==> src/rtl/fifo_wr_arbiter_if.sv <==
`default_nettype none
// ============================================================================
// Module      : fifo_wr_arbiter_if
// Description : Producer handshake and FIFO write-port bundle for the
//               fifo_wr_arbiter. master = arbiter side, slave = environment.
// Revision    : 1.0 - initial release
// ============================================================================
interface fifo_wr_arbiter_if #(
    parameter int NUM_REQ    = 4,
    parameter int DATA_WIDTH = 32
);
    localparam int IDW = (NUM_REQ > 1) ? $clog2(NUM_REQ) : 1;

    logic [NUM_REQ-1:0]            req_valid;
    logic [NUM_REQ*DATA_WIDTH-1:0] req_data;
    logic [NUM_REQ-1:0]            req_ready;
    logic                          grant_valid;
    logic [IDW-1:0]                grant_id;
    logic                          fifo_cs;
    logic                          fifo_wr_en;
    logic [DATA_WIDTH-1:0]         fifo_datain;
    logic                          fifo_full;

    modport master (
        input  req_valid, req_data, fifo_full,
        output req_ready, grant_valid, grant_id, fifo_cs, fifo_wr_en, fifo_datain
    );

    modport slave (
        output req_valid, req_data, fifo_full,
        input  req_ready, grant_valid, grant_id, fifo_cs, fifo_wr_en, fifo_datain
    );
endinterface
`default_nettype wire

==> src/rtl/fifo_wr_arbiter.sv <==
`default_nettype none
// ============================================================================
// Module      : fifo_wr_arbiter
// Description : Round-robin, burst-bounded arbiter sharing one FIFO write port
//               between NUM_REQ valid/ready producers. Optional statistics
//               counters are enabled with the macro FIFO_ARB_STATS_EN.
// Revision    : 1.0 - initial release
// ============================================================================
module fifo_wr_arbiter #(
    parameter int NUM_REQ    = 4,
    parameter int DATA_WIDTH = 32,
    parameter int BURST_LEN  = 4
) (
    input  wire logic          clk,
    input  wire logic          rst,
`ifdef FIFO_ARB_STATS_EN
    output logic [15:0]        stall_cnt,
    output logic [15:0]        grant_cnt,
`endif
    fifo_wr_arbiter_if.master  bus
);

    localparam int IDW   = (NUM_REQ > 1) ? $clog2(NUM_REQ) : 1;
    localparam int c_BCW = (BURST_LEN > 1) ? $clog2(BURST_LEN) : 1;
    localparam logic [IDW-1:0]   c_LAST_ID   = IDW'(NUM_REQ - 1);
    localparam logic [c_BCW-1:0] c_LAST_BEAT = c_BCW'(BURST_LEN - 1);

    typedef enum logic [0:0] {
        ST_ARB   = 1'b0,
        ST_GRANT = 1'b1
    } state_t;

    state_t             r_state;
    logic [IDW-1:0]     r_ptr;
    logic [IDW-1:0]     r_grant_id;
    logic [c_BCW-1:0]   r_beat_cnt;

    logic               w_hit;
    logic [IDW-1:0]     w_hit_id;
    logic               w_in_grant;
    logic               w_cur_valid;
    logic               w_xfer;
    logic               w_release;
    logic [IDW-1:0]     w_next_ptr;
    logic [DATA_WIDTH-1:0] w_slice [NUM_REQ];

    generate
        for (genvar gi = 0; gi < NUM_REQ; gi++) begin : g_slice
            assign w_slice[gi] = bus.req_data[gi*DATA_WIDTH +: DATA_WIDTH];
        end
    endgenerate

    // Scan from r_ptr upward; iterating downward lets the nearest hit win.
    always_comb begin
        int v_idx;
        w_hit    = 1'b0;
        w_hit_id = '0;
        v_idx    = 0;
        for (int k = NUM_REQ - 1; k >= 0; k--) begin
            v_idx = int'(r_ptr) + k;
            if (v_idx >= NUM_REQ) begin
                v_idx = v_idx - NUM_REQ;
            end
            if (bus.req_valid[v_idx[IDW-1:0]]) begin
                w_hit    = 1'b1;
                w_hit_id = v_idx[IDW-1:0];
            end
        end
    end

    assign w_in_grant  = (r_state == ST_GRANT);
    assign w_cur_valid = bus.req_valid[r_grant_id];
    assign w_xfer      = w_in_grant & w_cur_valid & ~bus.fifo_full & ~rst;
    assign w_release   = ~w_cur_valid | (w_xfer & (r_beat_cnt == c_LAST_BEAT));
    assign w_next_ptr  = (r_grant_id == c_LAST_ID) ? '0 : r_grant_id + 1'b1;

    always_ff @(posedge clk) begin
        if (rst) begin
            r_state    <= ST_ARB;
            r_ptr      <= '0;
            r_grant_id <= '0;
            r_beat_cnt <= '0;
        end else begin
            case (r_state)
                ST_ARB: begin
                    if (w_hit) begin
                        r_grant_id <= w_hit_id;
                        r_beat_cnt <= '0;
                        r_state    <= ST_GRANT;
                    end
                end
                ST_GRANT: begin
                    if (w_release) begin
                        r_state <= ST_ARB;
                        r_ptr   <= w_next_ptr;
                    end else if (w_xfer) begin
                        r_beat_cnt <= r_beat_cnt + 1'b1;
                    end
                end
                default: r_state <= ST_ARB;
            endcase
        end
    end

    always_comb begin
        bus.req_ready = '0;
        for (int i = 0; i < NUM_REQ; i++) begin
            bus.req_ready[i] = w_xfer && (r_grant_id == IDW'(i));
        end
    end

    assign bus.grant_valid = w_in_grant;
    assign bus.grant_id    = r_grant_id;
    assign bus.fifo_cs     = w_in_grant;
    assign bus.fifo_wr_en  = w_xfer;
    assign bus.fifo_datain = (w_in_grant & ~rst) ? w_slice[r_grant_id] : '0;

`ifdef FIFO_ARB_STATS_EN
    logic [15:0] r_stall_cnt;
    logic [15:0] r_grant_cnt;

    always_ff @(posedge clk) begin
        if (rst) begin
            r_stall_cnt <= '0;
            r_grant_cnt <= '0;
        end else begin
            if (w_in_grant && w_cur_valid && bus.fifo_full && (r_stall_cnt != 16'hFFFF)) begin
                r_stall_cnt <= r_stall_cnt + 16'd1;
            end
            if ((r_state == ST_ARB) && w_hit && (r_grant_cnt != 16'hFFFF)) begin
                r_grant_cnt <= r_grant_cnt + 16'd1;
            end
        end
    end

    assign stall_cnt = r_stall_cnt;
    assign grant_cnt = r_grant_cnt;
`endif

endmodule
`default_nettype wire
==> src/flat_wrapper.sv <==
// flat-port wrapper written by rule: the top's interface ports become plain ports
module fifo_wr_arbiter_flat 
#(
    parameter int NUM_REQ    = 4,
    parameter int DATA_WIDTH = 32,
    parameter int BURST_LEN  = 4
)
  (clk, rst, bus_req_valid, bus_req_data, bus_fifo_full, bus_req_ready, bus_grant_valid, bus_grant_id, bus_fifo_cs, bus_fifo_wr_en, bus_fifo_datain);
  fifo_wr_arbiter_if #(.NUM_REQ(NUM_REQ), .DATA_WIDTH(DATA_WIDTH)) bus_i ();
  input  wire logic clk;
  input  wire logic rst;
  input wire logic [$bits(bus_i.req_valid)-1:0] bus_req_valid;
  input wire logic [$bits(bus_i.req_data)-1:0] bus_req_data;
  input wire logic [$bits(bus_i.fifo_full)-1:0] bus_fifo_full;
  output wire logic [$bits(bus_i.req_ready)-1:0] bus_req_ready;
  output wire logic [$bits(bus_i.grant_valid)-1:0] bus_grant_valid;
  output wire logic [$bits(bus_i.grant_id)-1:0] bus_grant_id;
  output wire logic [$bits(bus_i.fifo_cs)-1:0] bus_fifo_cs;
  output wire logic [$bits(bus_i.fifo_wr_en)-1:0] bus_fifo_wr_en;
  output wire logic [$bits(bus_i.fifo_datain)-1:0] bus_fifo_datain;
  assign bus_i.req_valid = bus_req_valid;
  assign bus_i.req_data = bus_req_data;
  assign bus_i.fifo_full = bus_fifo_full;
  assign bus_req_ready = bus_i.req_ready;
  assign bus_grant_valid = bus_i.grant_valid;
  assign bus_grant_id = bus_i.grant_id;
  assign bus_fifo_cs = bus_i.fifo_cs;
  assign bus_fifo_wr_en = bus_i.fifo_wr_en;
  assign bus_fifo_datain = bus_i.fifo_datain;
  fifo_wr_arbiter #(.NUM_REQ(NUM_REQ), .DATA_WIDTH(DATA_WIDTH), .BURST_LEN(BURST_LEN)) u_core (.clk(clk), .rst(rst), .bus(bus_i));
endmodule
==> config.mk <==
export PLATFORM = sky130hd
export DESIGN_NAME = fifo_wr_arbiter_flat
export DESIGN_NICKNAME = d
export VERILOG_FILES = /design/src/rtl/fifo_wr_arbiter_if.sv /design/src/rtl/fifo_wr_arbiter.sv /design/src/flat_wrapper.sv
export SDC_FILE = /design/constraint.sdc
export NUM_CORES = 1
export LEC_CHECK = 0
export ABC_AREA = 1
export CAP_MARGIN = 15
export CORE_ASPECT_RATIO = 1.5
export CORE_MARGIN = 3
export CORE_UTILIZATION = 28
export DETAILED_ROUTE_END_ITERATION = 10
export PLACE_DENSITY = 0.81
export SLEW_MARGIN = 20
export SYNTH_ARGS = -nofsm -noshare
export SYNTH_HDL_FRONTEND = slang
export SYNTH_SLANG_ARGS = --single-unit
export TNS_END_PERCENT = 1
==> constraint.sdc <==
create_clock -name clk -period 1.3 [get_ports clk]
set_input_delay 0.195 -clock clk [delete_from_list [all_inputs] [get_ports clk]]
set_output_delay 0.195 -clock clk [all_outputs]
set_load 0.02 [all_outputs]
-- Word level (Yosys, flattened, before mapping)
Cells that the tools add are included.
- flip-flop bits (word level): 7
- input bits: 135
- output and inout port bits: 41
- word-level logic and storage cells: 83
- add/subtract/negate cells: 9
- $lt $le $gt $ge: 10
- equal/unequal tests: 7
- muxes and demuxes: 34
- bitwise logic cells: 11
- reductions and logical operators: 8
- operator list (kind ; count):
    2-to-1 mux 32 bit ; 3
    binary-select mux 32 bit (select 2 bit) ; 1
    2-to-1 mux 2 bit ; 12
    less-than comparator 2 x 3 -> 1 bit, second input constant ; 5
    greater-or-equal comparator 3 bit, second input constant ; 4
    2-to-1 mux 1 bit ; 11
    binary-select mux 1 bit (select 2 bit) ; 5
    subtractor 2 x 1 -> 2 bit, second input constant ; 4
    adder 2 x 2 -> 3 bit, second input constant ; 2
    equality test 2 bit, second input constant ; 3
    AND 1 bit ; 5
    adder 2 x 1 -> 2 bit, second input constant ; 2
    logical AND 1 bit ; 4
    != test 2 bit, second input constant ; 2
    inverter 1 bit ; 4
    one-hot mux 2 bit (2 select lines) ; 1
    AND reduction 2 bit ; 2
    adder 2 x 1 -> 3 bit, second input constant ; 1
    greater-or-equal comparator 2 x 3 -> 1 bit, second input constant ; 1
    inverter 2 -> 3 bit ; 1
    AND reduction 3 bit ; 1
    equality test 2 x 1 -> 1 bit, second input constant ; 1
    zero test 2 bit ; 1
    != test 2 x 1 -> 1 bit, second input constant ; 1
    other kinds (2) ; 2

-- Logic depth before layout (Yosys ltp)
Gate-level depths: netlist (run 1).
- depth after elaboration: 11
- gate-level depth with buffers: 13
- gate-level depth less buffers: 12

-- Worst setup path after synthesis (run 1)
No wires, ideal clock.
- path type: reg-to-output
- start: reg u_core.r_grant_id[1], in the netlist u_core.bus.grant_id[1]
- end: out bus_req_ready[0]
- arrival: 1.593 ns
- path slack: -0.488 ns
- cell stages (with the launch flop): 8
- path through: dfxtp_1 -> buf_2 -> inv_2 -> nand3_2 -> nand2_2 -> nor3_4 -> inv_1 -> nor2_1
- cells in the longest elaborated chain, start to end: 6
- elaborated cells between the ends (all ways): 7
- ends and longest elaborated chain (item ; RTL line ; text):
    from (decl) ; fifo_wr_arbiter.sv:35 ; logic [IDW-1:0] r_grant_id;
    from (signal assigned) ; fifo_wr_arbiter.sv:87 ; r_grant_id <= w_hit_id;
    binary-select mux 1 bit (select 2 bit) ; fifo_wr_arbiter.sv:72 ; assign w_cur_valid = bus.req_valid[r_grant_id];
    2-to-1 mux 1 bit (implied by the code) ; fifo_wr_arbiter.sv:72 ;
    AND 1 bit (3 in a row) ; fifo_wr_arbiter.sv:73 ; assign w_xfer = w_in_grant & w_cur_valid & ~bus.fifo_full & ~rst;
    net bus_fifo_wr_en ; flat_wrapper.sv:19 ; output wire logic [$bits(bus_i.fifo_wr_en)-1:0] bus_fifo_wr_en;
    logical AND 1 bit ; fifo_wr_arbiter.sv:108 ; bus.req_ready[i] = w_xfer && (r_grant_id == IDW'(i));
    to (decl) ; flat_wrapper.sv:15 ; output wire logic [$bits(bus_i.req_ready)-1:0] bus_req_ready;
The timed path passes the listed nets, and every way through them passes these cells. The select of a mux whose other input is x is not followed.

-- Worst setup path after layout (run 1)
- start: reg u_core.r_grant_id[0], in the netlist u_core.bus.grant_id[0]
- end: out bus_req_ready[1]
- cells in the longest elaborated chain, start to end: 6
- elaborated cells between the ends (all ways): 7
- ends and longest elaborated chain (item ; RTL line):
    binary-select mux 1 bit (select 2 bit) ; fifo_wr_arbiter.sv:72
    2-to-1 mux 1 bit (implied by the code) ; fifo_wr_arbiter.sv:72
    AND 1 bit (3 in a row) ; fifo_wr_arbiter.sv:73
    logical AND 1 bit (*) ; fifo_wr_arbiter.sv:108
Every way passes the cells marked *; elsewhere a longest branch is shown, timed or not. The select of a mux whose other input is x is not followed.

==> flow_metrics.py, run 1 <==
metrics = {
    "final_layout": {
        "stdcell_area_um2": 4300,
        "ff_latch_area_um2": 148,
        "area_growth_pct": 138,
        "nFillCells": 520,
        "utilization_pct": 69.1,
        "final_nets": 701,
        "multiInputGateArea_um2": 1740,
        "diodes": 0,
        "drive_gt1_share_pct": 30.7,
    },
    "logic_synthesis": {
        "synth_most_common_cell": "nor2_1",
        "synth.top_cells.by_area": "nor2_1 30%, o21ai_0 19%, a21oi_1 10%",
        "syn-cell-area_um2": 1810,
        "synth_common_cells": "143 x nor2_1, 67 x o21ai_0, 37 x a21oi_1",
        "synth_flop_cell": "dfxtp_1",
        "synth-edff-count": 0,
        "avgSynthCellArea_um2": 4.88,
        "ys_warn_count": 0,
        "yosys.area.top_type_share_pct": 29.7,
        "ys_ff_latch": 7,
        "synthArstFlopShare_pct": 0,
        "yosysTopAreaCell": "nor2_1",
        "ys_seq_area_share_pct": 7.76,
        "synthCells": 370,
        "ys_types": 24,
        "postSynthNetCount": 510,
    },
    "power_and_ir_drop": {
        "power_leakage_nw": 1.81,
        "powerDensity_nw_per_um2": 1430,
        "ir_worst_vdd_uv": 663,
    },
    "place": {
        "post_dp_cell_area_um2": 3960,
        "dp_hpwl_mm": 6.97,
        "finalWeightedCongestion": 0.849,
        "io_buffers": 175,
    },
    "sta": {
        "hold_slack_ns": 0.498,
        "finalCritPeriodShare_pct": 128,
        "max_clock_freq_mhz": 601,
        "fin_worst_skew_ns": 0.00295,
        "min_period_ns": 1.66,
        "max-slew-margin-rel_pct": 82.5,
        "tightest_slew_ns": 0.261,
        "grt_setup_unrepaired": "true",
        "drv_slew": 0,
        "hold_viol": 0,
        "setup_viol": 44,
        "setup_slack_ns": -0.363,
    },
    "worst_setup_path": {
        "worstSetupPathType": "reg -> out",
        "reg2reg_from": "u_core.bus.fifo_cs",
        "reg2reg_slack_ns": -0.19,
        "reg2reg_depth": 10,
        "rr_endpoint": "u_core.r_ptr[0]",
        "endpoint": "bus_req_ready[1]",
        "cp-start-kind": "register",
        "worst-path-max-fanout": 6,
        "worstSetupEndpointType": "output port",
        "arrival_ns": 1.47,
        "worstPathRequired_ns": 1.11,
        "worstSetupStartpoint": "u_core.bus.grant_id[0]",
    },
    "floorplan": {
        "dieHeight_um": 104,
        "core_um2": 6220,
        "die_area_um2": 7470,
        "fp.dieW_um": 71.6,
        "row_count": 35,
        "pin_count": 176,
        "initial_core_util_pct": 29.0,
    },
    "drt": {
        "drc_errors": 0,
        "vias": 3136,
        "viasPerCell": 4.95,
        "drt-initial-drc-count": 176,
        "wl_per_cell_um": 14.8,
        "ant_nets": 0,
        "drt_wl_total_mm": 9.37,
        "first_pass_iters": 4,
    },
    "cts": {
        "clkTransAtPathRegs_ns": 0.04,
        "clk_latency_ns": 0.23,
        "cts_root_buf": "clkbuf_8",
        "htreeDepth": 1,
        "cts_sinks": 7,
        "cts-buffers-inserted": 3,
        "cts_tree": "yes",
        "clk_path_buf_depth": 2,
    },
    "flow_run": {
        "maxCapViolCount": 0,
    },
    "grt": {
        "antenna_found_initial": 0,
        "grtUsageTotal_pct": 22.2,
        "grt_max_degree": 42,
        "grt_pass1_vias": 2993,
        "grt_pass1_wl_mm": 13.6,
        "grt_overflow": 0,
    },
    "status": {
        "violations": "setup timing",
        "outcome": "complete, but fails checks",
    },
    "worst_hold_path": {
        "whs_path_depth": 2,
        "hold_path.class": "reg -> reg",
    },
}
==> cell usage in the layout (no fill, tap or decap), drive strengths merged <==
cell / n
nand2: 48
clkdlybuf4s15: 1
clkdlybuf4s50: 134
nor3: 2
nor2: 145
and2: 2
clkbuf: 6
clkinv: 1
dfxtp: 7
inv: 19
nand3: 9
o21ai: 68
buf: 74
dlygate4sd2: 2
ha: 5
a21oi: 37
==> sequential cells by signal, indices dropped and copies added (netlist names) <==
signal and flops:
u_core.bus.grant_id 2, u_core.r_ptr 2, u_core.bus.fifo_cs 1, u_core.r_beat_cnt 2
==> cell families after synthesis <==
| family | share of synthesized area [%] |
|---|---|
| AOI/OAI and AO/OA | 29.1 |
| adders and majority gates | 3.47 |
| buffers and inverters | 12.0 |
| DFF | 7.76 |
| and+or+nand+nor | 47.7 |
==> report_power, final <==
part	leakage [nW]	internal, mW	switching, mW
Clock	0.0228	0.212	0.0961
Sequential	0.0593	0.308	0.0866
Combinational	1.73	2.48	2.96
==> repair_timing <==
| item | 4_1_cts | 5_1_grt |
|---|---|---|
| cloned | 2 | 2 |
| hold buffers | 0 | 0 |
| buffers inserted | 3 | 5 |
| pin swaps | 5 | 9 |
| setup endpoints to repair | 48 | 46 |
| resized for setup | 262 | 61 |
==> per-layer routing <==
metal | routed length (um) | track usage [%] | vias up | part of all wire (%)
met5 | 0 | 0 | - | 0
met4 | 297 | 7.39 | 0 | 3.2
met3 | 449 | 3.29 | 22 | 4.8
met2 | 5410 | 46.1 | 121 | 58
met1 | 3210 | 20.7 | 1418 | 34
li1 | - | - | 1575 | -
==> area by class of cell <==
cell class,count,area share (%)
multi-input cells,316,40.4
clock buffers,4,1.05
inverters,20,2.27
well taps,74,2.15
repair buffers,213,50.7
flip-flops and latches,7,3.44
==> worst min-delay path by stage <==
stage,slack [ns],to,from
final,0.50,u_core.r_beat_cnt[1],u_core.r_beat_cnt[1]
after global placement,0.48,u_core.r_beat_cnt[0],u_core.r_beat_cnt[0]
after global routing,0.52,u_core.r_beat_cnt[1],u_core.r_beat_cnt[1]
after floorplan,0.26,u_core.bus.grant_id[0],rst
after CTS,0.50,u_core.r_beat_cnt[1],u_core.r_beat_cnt[1]
after detailed placement,0.49,u_core.r_beat_cnt[1],u_core.r_beat_cnt[1]
==> per-stage QoR <==
| step | worst slack [ns] | instances | TNS (ns) | total power, mW |
|---|---|---|---|---|
| after global routing | -0.436 | 634 | -15.75 | 6.60 |
| after global placement | -0.776 | 619 | -27.93 | 4.80 |
| after CTS | -0.411 | 628 | -14.57 | 5.66 |
| final | -0.363 | 634 | -12.84 | 6.14 |
| after floorplan | -0.395 | 370 | -14.30 | 3.12 |
| after detailed placement | -0.789 | 619 | -27.91 | 4.90 |
==> worst max-delay path, cell delays in order (launching register included) <==
cell and delay, ns:
dfxtp_4 0.35, buf_12 0.14, clkinv_8 0.08, nand2_4 0.05, nand3_4 0.07, nand2_4 0.06, nor3_4 0.16, inv_4 0.09
nor2_4 0.11, buf_6 0.11
Note: power is estimated with default switching activity, not from simulation.
==> run 2: changes to the inputs <==
--- a/config.mk
+++ b/config.mk
@@ -5,13 +5,13 @@
 export SDC_FILE = /design/constraint.sdc
 export NUM_CORES = 1
 export LEC_CHECK = 0
-export ABC_AREA = 1
 export CAP_MARGIN = 15
 export CORE_ASPECT_RATIO = 1.5
 export CORE_MARGIN = 3
-export CORE_UTILIZATION = 28
+export CORE_UTILIZATION = 25
+export CTS_BUF_LIST = sky130_fd_sc_hd__clkbuf_16
 export DETAILED_ROUTE_END_ITERATION = 10
-export PLACE_DENSITY = 0.81
+export PLACE_DENSITY = 0.8
 export SLEW_MARGIN = 20
 export SYNTH_ARGS = -nofsm -noshare
 export SYNTH_HDL_FRONTEND = slang
==> run 2 against run 1 <==
Compared with the run above:
- the run still ends with setup timing left
- design area fell by 17%
- clock power rose by 71%
- routed wire length fell by 19%
- utilization fell by 5.6 points
- die area fell by 6.9%
- via count fell by 40%
- highest routed layer unchanged
- final cell count fell by 38%
==> flow_metrics.py, run 2 <==
metrics = {
    "worst_setup_path": {
        "worst-path-max-fanout": 6,
        "max_stage_delay_ns": 0.51,
        "arrival_ns": 1.63,
        "cp_num_buf_inv": 2,
        "crit_chain": "buf_6 > mux4_2 > nor2b_1 > buf_2",
        "worstPathRequired_ns": 1.11,
        "cp-start-kind": "register",
        "cp_num_cells": 4,
        "reg2reg_depth": 6,
        "worstSetupEndpointType": "output port",
        "cp_top_family": "multiplexers",
        "cp_slowest_cell": "mux4_2",
        "worstSetupPathType": "reg -> out",
    },
    "place": {
        "dp.cells": 388,
        "io_buffers": 175,
        "post_dp_cell_area_um2": 3510,
        "dp_hpwl_mm": 6.58,
        "finalWeightedCongestion": 0.848,
    },
    "power_and_ir_drop": {
        "power_leakage_nw": 1.42,
        "ir_worst_vdd_uv": 630,
        "total_power_mw": 1.97,
        "powerDensity_nw_per_um2": 553,
    },
    "floorplan": {
        "initial_core_util_pct": 26.6,
        "core_um2": 5620,
        "die_area_um2": 6950,
        "pin_count": 176,
        "row_count": 33,
        "fp.dieW_um": 69.1,
        "dieHeight_um": 101,
    },
    "sta": {
        "setup_slack_ns": -0.524,
        "fin_worst_skew_ns": 0.00487,
        "hold_viol": 0,
        "hold_slack_ns": 0.521,
        "drv_slew": 0,
        "tightest_slew_ns": 0.294,
        "grt_setup_unrepaired": "true",
        "max_clock_freq_mhz": 548,
        "setup_tns_ns": -19.18,
        "max-slew-margin-rel_pct": 80.2,
        "min_period_ns": 1.82,
        "finalCritPeriodShare_pct": 140,
        "setup_viol": 42,
    },
    "worst_hold_path": {
        "whs_path_depth": 1,
        "hold_path.class": "reg -> reg",
    },
    "drt": {
        "drt-initial-drc-count": 46,
        "ant_nets": 0,
        "first_pass_iters": 4,
        "drt_wl_total_mm": 7.59,
        "vias": 1880,
        "viasPerCell": 4.77,
        "drc_errors": 0,
        "wl_per_cell_um": 19.3,
    },
    "cts": {
        "htreeDepth": 1,
        "cts_tree": "yes",
        "clkTransAtPathRegs_ns": 0.04,
        "cts_hold_buf": 0,
        "cts_root_buf": "clkbuf_16",
        "clk_latency_ns": 0.23,
        "clk_path_buf_depth": 2,
        "cts_sinks": 7,
        "cts-buffers-inserted": 3,
    },
    "logic_synthesis": {
        "synth_most_common_cell": "mux4_2",
        "postSynthNetCount": 271,
        "synth_flop_cell": "dfxtp_1",
        "synthArstFlopShare_pct": 0,
        "yosysTopAreaCell": "mux4_2",
        "ys_types": 28,
        "avgSynthCellArea_um2": 11.4,
        "synthCells": 131,
        "ys_seq_area_share_pct": 9.39,
        "synth_common_cells": "33 x mux4_2, 32 x nor2b_1, 7 x dfxtp_1",
        "synth-edff-count": 0,
        "ys_ff_latch": 7,
        "syn-cell-area_um2": 1490,
        "yosys.area.top_type_share_pct": 49.8,
        "synth.top_cells.by_area": "mux4_2 50%, nor2b_1 13%, dfxtp_1 9.4%",
        "ys_warn_count": 0,
    },
    "status": {
        "outcome": "complete, but fails checks",
        "violations": "setup timing",
    },
    "final_layout": {
        "mostFrequentLayoutCells": "133 x clkdlybuf4s50_1, 33 x mux4_2, 31 x buf_4",
        "nFillCells": 488,
        "diodes": 0,
        "final_common_cell": "clkdlybuf4s50_1",
        "stdcell_area_um2": 3560,
        "area_growth_pct": 139,
        "final_nets": 465,
        "fin_cells": 394,
        "drive_gt1_share_pct": 36.4,
    },
    "grt": {
        "grt_max_degree": 34,
        "grt_overflow": 0,
        "grtUsageTotal_pct": 21.3,
        "grt_pass1_wl_mm": 11.7,
        "grt_pass1_vias": 2029,
        "antenna_found_initial": 0,
    },
    "flow_run": {
        "maxCapViolCount": 0,
    },
}
run 2: cell types whose count changed after synthesis, moves of 31 or more:
cell / before / now
nand2_1: 35 / 2
nor2b_1: 0 / 32
o21ai_0: 67 / 0
nor2_1: 143 / 5
mux4_2: 0 / 33
a21oi_1: 37 / 6
run 2: per-stage QoR:
stage                     worst slack (ns)  utilization, %
after global placement              -0.903            62.5
after detailed placement            -0.924            62.5
after CTS                           -0.588            63.3
after floorplan                     -0.373               -
after global routing                -0.578            63.5
final                               -0.524            63.5
run 2: metal layers:
| metal | global-route usage, % | vias to the layer above | wire (um) |
|---|---|---|---|
| met5 | 0 | - | 0 |
| met4 | 3.76 | 0 | 91 |
| met3 | 6.29 | 6 | 544 |
| met2 | 40.7 | 92 | 4290 |
| met1 | 23.5 | 887 | 2670 |
| li1 | - | 895 | - |
run 2: kinds of logic (layout without fill, tap and decap cells):
logic type,count (synthesis),count (layout),share of synthesized area (%)
adders and majority gates,5,5,4.19
AOI/OAI and AO/OA,11,11,5.20
buffers and inverters,18,211,6.37
DFF,7,7,9.39
and+or+nand+nor,54,54,23.1
muxes,36,36,51.8
run 2: what timing repair did:
item / 4_1_cts / 5_1_grt
resized for setup: 185 / 22
pin swaps: 5 / 4
cloned: 2 / 0
endpoints found under the setup margin: 48 / 45
setup buffers: 2 / 0
run 2: final cells by class:
type | count | area (um^2) | area share (%)
repair buffers | 201 | 1920 | 53.8
multi-input cells | 106 | 1310 | 36.7
flip-flops and latches | 7 | 148 | 4.14
well taps | 70 | 87.6 | 2.46
clock buffers | 3 | 75.1 | 2.11
inverters | 6 | 22.5 | 0.632
clock inverters | 1 | 5.00 | 0.140
run 2: where the power goes:
group / switching, mW / total [mW] / internal [mW]
combinational: 0.387 / 1.19 / 0.807
clock: 0.124 / 0.528 / 0.404
sequential: 0.0187 / 0.248 / 0.229
run 2: final timing paths:
check / startpoint / end / slack, ns
worst max register to register: u_core.bus.grant_id[0] / u_core.r_beat_cnt[1] / -0.36
worst min register to register: u_core.r_beat_cnt[1] / u_core.r_beat_cnt[1] / 0.52
worst max-delay path: u_core.bus.grant_id[0] / bus_fifo_datain[15] / -0.52
worst min-delay path: u_core.r_beat_cnt[1] / u_core.r_beat_cnt[1] / 0.52
==> run 3: changes to the inputs <==
--- a/config.mk
+++ b/config.mk
@@ -5,7 +5,6 @@
 export SDC_FILE = /design/constraint.sdc
 export NUM_CORES = 1
 export LEC_CHECK = 0
-export CAP_MARGIN = 15
 export CORE_ASPECT_RATIO = 1.5
 export CORE_MARGIN = 3
 export CORE_UTILIZATION = 25
==> results of run 3 <==
Final layout, timing and power as in run 2 (identical DEF).
